**src/rtl/spi_pkg.sv**
```systemverilog
// Shared types and constants for the SPI serial-clock generator family.
package spi_pkg;

  // Burst controller states.
  typedef enum logic {
    IDLE = 1'b0,
    RUN  = 1'b1
  } spi_state_e;

  // SPI modes encoded as {cpol, cpha}.
  localparam logic [1:0] SPI_MODE0 = 2'b00;
  localparam logic [1:0] SPI_MODE1 = 2'b01;
  localparam logic [1:0] SPI_MODE2 = 2'b10;
  localparam logic [1:0] SPI_MODE3 = 2'b11;

  // Smallest divisor that still gives one clock per SCLK level.
  localparam int DIV_MIN = 2;

  // Phase A (idle level) gets the extra cycle when the divisor is odd.
  function automatic int unsigned phase_a_len(input int unsigned div);
    return div - (div / 2);
  endfunction

  // Phase B (active level) is the shorter half for odd divisors.
  function automatic int unsigned phase_b_len(input int unsigned div);
    return div / 2;
  endfunction

endpackage

```
**src/rtl/spi_half_cnt.sv**
```systemverilog
// Loadable down-counter that flags its terminal count (value zero).
// The owner loads len-1 at each phase change, so terminal count lands
// on the last cycle of the phase.
module spi_half_cnt #(
  parameter int W = 8
) (
  input  logic         clk_i,
  input  logic         rst_i,
  input  logic         load_i,
  input  logic [W-1:0] load_val_i,
  input  logic         en_i,
  output logic         tc_o
);

  logic [W-1:0] cnt_reg;

  // Load has priority; otherwise count down and hold at zero.
  always_ff @(posedge clk_i) begin
    if (rst_i) begin
      cnt_reg <= '0;
    end else if (load_i) begin
      cnt_reg <= load_val_i;
    end else if (en_i && (cnt_reg != '0)) begin
      cnt_reg <= cnt_reg - W'(1);
    end
  end

  assign tc_o = (cnt_reg == '0);

endmodule

```
**src/rtl/spi_sclk_gen.sv**
```systemverilog
// SPI serial-clock generator: one burst of nbits SCLK cycles per start,
// any divisor >= 2, all four CPOL/CPHA modes, with sample/shift strobes
// so the datapath never has to decode SCLK edges itself.
module spi_sclk_gen
  import spi_pkg::*;
#(
  parameter int DIV_W = 8,
  parameter int CNT_W = 6
) (
  input  logic             clk_i,
  input  logic             rst_i,
  input  logic             start_i,
  input  logic             stop_i,
  input  logic [DIV_W-1:0] div_i,
  input  logic [CNT_W-1:0] nbits_i,
  input  logic             cpol_i,
  input  logic             cpha_i,
  output logic             sclk_o,
  output logic             busy_o,
  output logic             lead_o,
  output logic             trail_o,
  output logic             sample_o,
  output logic             shift_o,
  output logic             done_o,
  output logic             cfg_err_o
);

  spi_state_e       state_reg, state_next;
  logic             phase_b_reg, phase_b_next;
  logic [CNT_W-1:0] bit_cnt_reg, bit_cnt_next;
  logic             sclk_reg, sclk_next;

  // Burst configuration captured at start so RUN ignores input changes.
  logic [DIV_W-1:0] div_reg;
  logic [CNT_W-1:0] nbits_reg;
  logic             cpol_reg;
  logic             cpha_reg;
  logic             cfg_latch;

  // Half-period counter control.
  logic             hc_load;
  logic [DIV_W-1:0] hc_load_val;
  logic             hc_en;
  logic             hc_tc;

  logic             lead_pulse;
  logic             trail_pulse;
  logic             done_pulse;
  logic             cfg_err_pulse;

  spi_half_cnt #(
    .W (DIV_W)
  ) u_half_cnt (
    .clk_i      (clk_i),
    .rst_i      (rst_i),
    .load_i     (hc_load),
    .load_val_i (hc_load_val),
    .en_i       (hc_en),
    .tc_o       (hc_tc)
  );

  // State, counters, SCLK level and latched burst configuration.
  always_ff @(posedge clk_i) begin
    if (rst_i) begin
      state_reg   <= IDLE;
      phase_b_reg <= 1'b0;
      bit_cnt_reg <= '0;
      sclk_reg    <= 1'b0;
      div_reg     <= '0;
      nbits_reg   <= '0;
      cpol_reg    <= 1'b0;
      cpha_reg    <= 1'b0;
    end else begin
      state_reg   <= state_next;
      phase_b_reg <= phase_b_next;
      bit_cnt_reg <= bit_cnt_next;
      sclk_reg    <= sclk_next;
      if (cfg_latch) begin
        div_reg   <= div_i;
        nbits_reg <= nbits_i;
        cpol_reg  <= cpol_i;
        cpha_reg  <= cpha_i;
      end
    end
  end

  // Next-state, phase sequencing and edge pulses.
  always_comb begin
    state_next    = state_reg;
    phase_b_next  = phase_b_reg;
    bit_cnt_next  = bit_cnt_reg;
    sclk_next     = sclk_reg;
    cfg_latch     = 1'b0;
    hc_load       = 1'b0;
    hc_load_val   = '0;
    hc_en         = 1'b0;
    lead_pulse    = 1'b0;
    trail_pulse   = 1'b0;
    done_pulse    = 1'b0;
    cfg_err_pulse = 1'b0;

    unique case (state_reg)
      IDLE: begin
        // SCLK tracks the requested idle level so mode changes show up
        // on the line before the first edge.
        sclk_next = cpol_i;
        if (start_i) begin
          if ((div_i >= DIV_W'(DIV_MIN)) && (nbits_i != '0)) begin
            cfg_latch    = 1'b1;
            state_next   = RUN;
            phase_b_next = 1'b0;
            bit_cnt_next = '0;
            hc_load      = 1'b1;
            hc_load_val  = DIV_W'(phase_a_len(32'(div_i)) - 1);
          end else begin
            cfg_err_pulse = 1'b1;
          end
        end
      end

      RUN: begin
        if (stop_i) begin
          // Abort wins over any coincident terminal count: no edges,
          // no strobes, no completion.
          state_next = IDLE;
          sclk_next  = cpol_reg;
        end else begin
          hc_en = 1'b1;
          if (hc_tc) begin
            hc_load = 1'b1;
            if (!phase_b_reg) begin
              lead_pulse   = 1'b1;
              sclk_next    = ~cpol_reg;
              phase_b_next = 1'b1;
              hc_load_val  = DIV_W'(phase_b_len(32'(div_reg)) - 1);
            end else begin
              trail_pulse  = 1'b1;
              sclk_next    = cpol_reg;
              phase_b_next = 1'b0;
              hc_load_val  = DIV_W'(phase_a_len(32'(div_reg)) - 1);
              if (bit_cnt_reg == (nbits_reg - CNT_W'(1))) begin
                done_pulse = 1'b1;
                state_next = IDLE;
              end else begin
                bit_cnt_next = bit_cnt_reg + CNT_W'(1);
              end
            end
          end
        end
      end

      default: begin
        state_next = IDLE;
      end
    endcase
  end

  // CPHA chooses which edge samples; the final trailing edge of a
  // CPHA=0 burst has no next bit to shift out.
  assign sample_o  = cpha_reg ? trail_pulse : lead_pulse;
  assign shift_o   = cpha_reg ? lead_pulse  : (trail_pulse & ~done_pulse);

  assign sclk_o    = sclk_reg;
  assign busy_o    = (state_reg == RUN);
  assign lead_o    = lead_pulse;
  assign trail_o   = trail_pulse;
  assign done_o    = done_pulse;
  assign cfg_err_o = cfg_err_pulse;

endmodule

```
**config.mk**
```make
export PLATFORM = sky130hd
export DESIGN_NAME = spi_sclk_gen
export DESIGN_NICKNAME = d
export VERILOG_FILES = /design/src/rtl/spi_pkg.sv /design/src/rtl/spi_half_cnt.sv /design/src/rtl/spi_sclk_gen.sv
export SDC_FILE = /design/constraint.sdc
export NUM_CORES = 1
export LEC_CHECK = 0
export ABC_CLOCK_PERIOD_IN_PS = 2100
export CORE_MARGIN = 2
export CORE_UTILIZATION = 52
export DETAILED_ROUTE_END_ITERATION = 8
export GPL_TIMING_DRIVEN = 0
export PLACE_DENSITY = 0.79
export SLEW_MARGIN = 20
export SYNTH_ARGS = -nofsm -noshare
export SYNTH_HDL_FRONTEND = slang
export SYNTH_SLANG_ARGS = --single-unit
```
**constraint.sdc**
```tcl
create_clock -name clk_i -period 2.1 [get_ports clk_i]
set_clock_uncertainty 0.05 [all_clocks]
set_input_delay 0.315 -clock clk_i [delete_from_list [all_inputs] [get_ports clk_i]]
set_output_delay 0.315 -clock clk_i [all_outputs]
set_load 0.01 [all_outputs]
```
==> results.json, run 1 <==
{
  "portBuffers": 27,
  "crit_fanout": 3,
  "fin_nets": 473,
  "die_h_um": 77.1,
  "grt.overflow.total": 0,
  "drc": 0,
  "firstDrtPassIters": 4,
  "cts.clk_slew.worst_paths_ps": 70,
  "finalPower_mw": 2.15,
  "cts_tree": "done",
  "p_per_area_nw_per_um2": 581,
  "clk_latency_ps": 290,
  "end_kind": "output port",
  "cts.path.max_buffers": 2,
  "syn_avg_cell_area_sq_um": 7.64,
  "rrSetupSlack_ps": -320,
  "max_freq_ghz": 0.410,
  "synth_area_leaders": "dfxtp_1 (24%), ha_1 (16%), a21oi_1 (6.5%)",
  "num_antenna_cells": 0,
  "fin_area_sq_um": 3700,
  "layout_min_cycle_time_ps": 2440,
  "placed_area_sq_um": 3140,
  "cap_violations": 0,
  "reg2reg_depth": 10,
  "die_x_um": 77.1,
  "initial_utilization_pct": 54.1,
  "ys_warn_count": 0,
  "post-route-period-util_pct": 116,
  "yosys.area.top_type": "dfxtp_1",
  "n_fill_cell": 402,
  "dpl.hpwl_um": 5360,
  "ys_seq_area_share_pct": 23.8,
  "hp-class": "in2reg",
  "coreArea_sq_um": 5140,
  "ys_types": 53,
  "rsz0062_at_grt": "true",
  "cts_inserted_buffers": 5,
  "setup_tns_ps": -2190,
  "grt_pass1_wl_um": 12800,
  "num_vias": 2869,
  "antenna_found_initial": 0,
  "rr_startpoint": "div_reg[1]$_SDFFE_PP0P_",
  "wl_per_cell_um": 16.4,
  "ys_ff_latch": 33,
  "critPathCapture": "shift_o",
  "root_buffer": "clkbuf_8",
  "crit_required_ps": 1740,
  "grt_start_max_net_pins": 11,
  "synthTopCellsByCount": "nand2_1 (45), a21oi_1 (36), inv_1 (36), ha_1 (35), dfxtp_1 (33)",
  "cts_hold_buf": 0,
  "hold_viol_final": 0,
  "crit_path_start_kind": "flop",
  "synth_cells": 364,
  "status": "finished with violations",
  "tightest_slew_ps": 554,
  "grt.total_usage_pct": 26.2,
  "timing.hold.ws_ps": 243,
  "p_leak_nw": 1.45,
  "vdd_drop_max_mv": 0.516,
  "drive_gt1_share_pct": 27.1,
  "synth_edf_count": 0,
  "core.rowCount": 26,
  "yosys.cell_count.top_type": "nand2_1",
  "syn2layout_area_growth_pct": 32.9,
  "critPathKind": "reg2out",
  "dieArea_sq_um": 5950,
  "crit_start": "nbits_reg[1]$_SDFFE_PP0P_",
  "gp_congestion": 0.879,
  "clkSinkCount": 33,
  "setup_viol": 12,
  "violations": "negative setup slack",
  "viasPerCell": 5.89,
  "grt_pass1_vias": 2811,
  "syn_nets": 421,
  "htreeDepth": 2,
  "drv_slew": 0,
  "synthesis.area_sq_um": 2780,
  "ioPinCount": 28,
  "drtIter0Drc": 136,
  "setup_ws_ps": -337,
  "worstPathArrival_ps": 2070,
  "synthArstFlopShare_pct": 0,
  "routed_wl_um": 7970,
  "ant_nets": 0,
  "reg2reg_to": "u_half_cnt.cnt_reg[6]$_SDFFE_PP0P_",
  "slew_headroom_pct": 63.0,
  "synthFlopType": "dfxtp_1",
  "synth_top_area_share_pct": 23.8
}
cell usage in the layout (no fill, tap or decap), drive strengths merged, types with 3 or more instances in the layout:
| cell type | count |
|---|---|
| xnor2 | 15 |
| a21boi | 3 |
| nor2 | 27 |
| a221oi | 4 |
| nand4 | 3 |
| inv | 36 |
| nand3 | 9 |
| nor4 | 3 |
| or4 | 4 |
| a22oi | 5 |
| nand2b | 7 |
| xor2 | 8 |
| buf | 26 |
| nor3 | 6 |
| o21ai | 15 |
| dfxtp | 33 |
| o211ai | 7 |
| nand2 | 45 |
| clkbuf | 22 |
| o31ai | 6 |
| a31oi | 4 |
| ha | 35 |
| a21oi | 36 |
| o21bai | 3 |
| clkdlybuf4s50 | 14 |
| and2 | 4 |
timing repair:
| item | in CTS | in global routing |
|---|---|---|
| setup endpoints to repair | 39 | 32 |
| resized for setup | 74 | 63 |
| setup buffers | 16 | 5 |
| pin swaps | 16 | 22 |
critical path, stage by stage (launching register included):
cell	delay, ps
dfxtp_2	330
inv_1	60
ha_4	160
and2_4	160
a211o_1	270
a31oi_2	210
nor3_2	70
buf_4	150
nor3_2	100
o21a_1	140
buf_2	130
how the worst min path moves through the flow:
stage	cells past startpoint	slack [ps]	end	startpoint
after global routing	3	260	div_reg[4]$_SDFFE_PP0P_	div_i[4]
after floorplan	2	390	div_reg[0]$_SDFFE_PP0P_	div_reg[0]$_SDFFE_PP0P_
after global placement	2	400	div_reg[0]$_SDFFE_PP0P_	div_reg[0]$_SDFFE_PP0P_
final	3	240	div_reg[0]$_SDFFE_PP0P_	div_i[0]
after CTS	3	410	div_reg[0]$_SDFFE_PP0P_	div_i[0]
after detailed placement	2	410	cpol_reg$_SDFFE_PP0P_	cpol_reg$_SDFFE_PP0P_
through the flow:
stage	utilization (%)	setup WS (ps)	instances
3_3_place_gp	61.1	-776	461
6_report	71.9	-337	487
4_1_cts	67.8	-311	484
5_1_grt	71.9	-423	487
3_5_place_dp	61.1	-793	461
2_1_floorplan	-	16.5	364
power by group:
group	switching, mW	internal, mW	total (mW)	leakage (nW)
Sequential	0.0543	0.671	0.725	0.275
Clock	0.236	0.387	0.623	0.0585
Combinational	0.427	0.372	0.799	1.12
logic make-up after synthesis:
| logic type | after synthesis | share of synthesized area, % |
|---|---|---|
| AOI/OAI and AO/OA | 102 | 23.8 |
| buffers and inverters | 49 | 6.66 |
| xor gates and xnor gates | 23 | 7.25 |
| and+or+nand+nor | 119 | 21.0 |
| adders and majority gates | 37 | 17.2 |
| muxes | 1 | 0.360 |
| DFF | 33 | 23.8 |
final cells by class:
cell class              count  area, sq um  area share, %
repair buffers             46          383           10.4
well taps                  70         87.6           2.37
plain buffers              12         66.3           1.79
clock inverters             1         30.0          0.812
multi-input cells         282         2220           60.2
inverters                  36          135           3.66
flip-flops and latches     33          683           18.5
clock buffers               7         86.3           2.34
metal layers:
metal / wire length, um / vias to the layer above / track usage, %
met5: 0 / - / 0
met4: 282 / 0 / 8.21
met3: 236 / 23 / 3.76
met2: 4200 / 70 / 49.5
met1: 3250 / 1394 / 30.1
li1: - / 1382 / -
No activity file was read; power rests on OpenSTA's default activity.
==> inputs of run 2 (changes only) <==
--- a/config.mk
+++ b/config.mk
@@ -8,6 +8,7 @@
 export ABC_CLOCK_PERIOD_IN_PS = 2100
 export CORE_MARGIN = 2
 export CORE_UTILIZATION = 52
+export CTS_CLUSTER_SIZE = 14
 export DETAILED_ROUTE_END_ITERATION = 8
 export GPL_TIMING_DRIVEN = 0
 export PLACE_DENSITY = 0.79
==> results of run 2 <==
Same layout as run 1: the final DEF is identical, and so are final timing and power.
==> inputs of run 3 (changes only) <==
--- a/config.mk
+++ b/config.mk
@@ -15,4 +15,5 @@
 export SLEW_MARGIN = 20
 export SYNTH_ARGS = -nofsm -noshare
 export SYNTH_HDL_FRONTEND = slang
+export SYNTH_HIERARCHICAL = 1
 export SYNTH_SLANG_ARGS = --single-unit
==> run 3 against run 2 <==
The run still ends with negative setup slack left. Core utilization is 5.5 points higher. Total power is 3.6% higher. Combinational power increased by 19%. Sequential power is essentially flat. Hold slack improved by 0.62 ps. Wire length up 15%. Clock-buffer cell count did not move. Setup slack lost 64 ps. Critical path depth grew 2. Non-clock buffer count is 18 higher. Die area down 0.39%. Critical path type is now reg2reg. Largest cell class unchanged. Largest power group unchanged. Highest routed layer unchanged.
==> results.json, run 3 <==
{
  "status": "finished with violations",
  "violations": "negative setup slack",
  "rsz0062_at_grt": "true",
  "dieArea_sq_um": 5920,
  "yosys.cell_count.top_type": "nand2_1",
  "rrSetupSlack_ps": -400,
  "p_per_area_nw_per_um2": 563,
  "synth_edf_count": 0,
  "synthesis.area_sq_um": 2770,
  "ioPinCount": 28,
  "htreeDepth": 2,
  "yosys.area.top_type": "dfxtp_1",
  "hold_viol_final": 0,
  "syn2layout_area_growth_pct": 42.8,
  "hp-class": "in2reg",
  "ys_warn_count": 6,
  "worstPathArrival_ps": 2690,
  "grt_pass1_wl_um": 13800,
  "grt_pass1_vias": 2924,
  "portBuffers": 27,
  "clk_latency_ps": 290,
  "drc": 0,
  "crit_path_start_kind": "flop",
  "synthTopCellsByCount": "nand2_1 (47), a21oi_1 (40), dfxtp_1 (33), ha_1 (33), inv_1 (32)",
  "critPathKind": "reg2reg",
  "post-route-period-util_pct": 119,
  "crit_fanout": 3,
  "gp_congestion": 0.893,
  "n_fill_cell": 350,
  "cpMostUsedCell": "buf_4",
  "synth_cells": 357,
  "setup_ws_ps": -402,
  "slowest_stage": "or4_4",
  "fin_nets": 485,
  "ys_ff_latch": 33,
  "final_common_cell": "nand2_1",
  "dpl.hpwl_um": 5260,
  "num_antenna_cells": 0,
  "wl_per_cell_um": 18.3,
  "slowest_delay_ps": 560,
  "cts.clk_slew.worst_paths_ps": 70,
  "cts_tree": "done",
  "cts.path.max_buffers": 2,
  "die_x_um": 77.0,
  "cts_hold_buf": 0,
  "ys_seq_area_share_pct": 23.9,
  "tightest_slew_ps": 617,
  "num_vias": 3054,
  "routed_wl_um": 9190,
  "path_cells": "or4_4 -> nor4_4 -> buf_4 -> nand3_4 -> inv_4 -> buf_4 -> buf_4 -> a22oi_1 -> o21ai_1 -> inv_1 -> a21oi_2 -> o21a_1",
  "vdd_drop_max_mv": 0.307,
  "p_leak_nw": 1.57,
  "ant_nets": 0,
  "viasPerCell": 6.10,
  "ys_types": 61,
  "core.rowCount": 26,
  "syn_nets": 412,
  "synthArstFlopShare_pct": 0,
  "grt.overflow.total": 0,
  "timing.hold.ws_ps": 244,
  "synthFlopType": "dfxtp_1",
  "cap_violations": 0,
  "drive_gt1_share_pct": 34.6,
  "drv_slew": 0,
  "end_kind": "flop",
  "cp.buffers_inverters": 5,
  "multi_input_area_sq_um": 2280,
  "setup_viol": 21,
  "drtIter0Drc": 217,
  "layout_min_cycle_time_ps": 2500,
  "synth_top_area_share_pct": 23.9,
  "ff_latch_area_sq_um": 686,
  "crit_family": "simple AND/OR/NAND/NOR gates",
  "setup_tns_ps": -4540,
  "firstDrtPassIters": 5,
  "root_buffer": "clkbuf_8",
  "coreArea_sq_um": 5110,
  "synth_area_leaders": "dfxtp_1 (24%), ha_1 (15%), a21oi_1 (7.2%)",
  "syn_avg_cell_area_sq_um": 7.76,
  "clkSinkCount": 33,
  "grt_start_max_net_pins": 11,
  "initial_utilization_pct": 54.2,
  "antenna_found_initial": 0,
  "grt.total_usage_pct": 29.1,
  "die_h_um": 77.0,
  "final_cell_mix": "nand2_1 (43), buf_4 (38), a21oi_1 (33)",
  "crit_required_ps": 2290,
  "cts_inserted_buffers": 5,
  "slew_headroom_pct": 58.9,
  "max_freq_ghz": 0.400
}
[run 3: layout make-up]
cell class | instances | share of cell area, %
Clock buffer | 7 | 2.44
Timing Repair Buffer | 67 | 14.7
Tap cell | 70 | 2.22
Inverter | 33 | 3.64
Clock inverter | 1 | 0.127
Buffer | 9 | 1.74
Multi-Input combinational cell | 281 | 57.8
Sequential cell | 33 | 17.3
[run 3: timing repair]
item	in CTS	in global routing
cloned	0	1
gates resized for setup	102	49
setup buffers	31	9
pin swaps	31	25
setup endpoints to repair	34	32
[run 3: layer usage]
layer / GRT usage [%] / wire (um) / up-vias
met4: 13.4 / 284 / 0
li1: - / - / 1395
met5: 0 / 0 / -
met2: 49.6 / 4640 / 130
met1: 35.9 / 3620 / 1502
met3: 4.71 / 652 / 27
[run 3: path summary, 6_finish.rpt]
kind	startpoint	endpoint	depth (start not counted)
max	u_half_cnt/cnt_reg[5]$_SDFFE_PP0P_	u_half_cnt/cnt_reg[3]$_SDFFE_PP0P_	12
min	div_i[0]	div_reg[0]$_SDFFE_PP0P_	3
max reg2reg	u_half_cnt/cnt_reg[5]$_SDFFE_PP0P_	u_half_cnt/cnt_reg[3]$_SDFFE_PP0P_	12
min reg2reg	nbits_reg[5]$_SDFFE_PP0P_	nbits_reg[5]$_SDFFE_PP0P_	2
[run 3: report_power, final]
group / switching [mW] / total [mW] / internal, mW
logic: 0.503 / 0.951 / 0.448
registers: 0.0577 / 0.725 / 0.667
clock network: 0.254 / 0.550 / 0.296
total: 0.814 / 2.23 / 1.41
[run 3: worst register-to-register path: cells and delay by family, from the launching register on]
kind	cells	cell delay [ps]
AOI/OAI and AO/OA	4	500
DFF	1	330
and+or+nand+nor	3	960
buffers and inverters	5	610
[run 3: cells by family (layout without fill, tap and decap cells)]
| logic type | after synthesis | after routing | share of synthesized area [%] |
|---|---|---|---|
| buffers and inverters | 43 | 117 | 5.96 |
| adders and majority gates | 35 | 35 | 16.4 |
| DFF | 33 | 33 | 23.9 |
| muxes | 5 | 5 | 1.94 |
| and+or+nand+nor | 125 | 125 | 22.2 |
| AOI/OAI and AO/OA | 93 | 93 | 22.4 |
| xor gates and xnor gates | 23 | 23 | 7.28 |
[run 3: metrics by stage]
step / total power [mW] / cell area [sq um] / instances / setup WS (ps) / utilization (%)
global route: 2.33 / 3950 / 501 / -472 / 77.4
finish: 2.23 / 3950 / 501 / -402 / 77.4
global placement: 1.38 / 3210 / 454 / -864 / 62.9
detailed placement: 1.39 / 3210 / 454 / -932 / 62.9
floorplan: 1.21 / 2850 / 357 / -110 / -
CTS: 2.09 / 3740 / 492 / -332 / 73.3
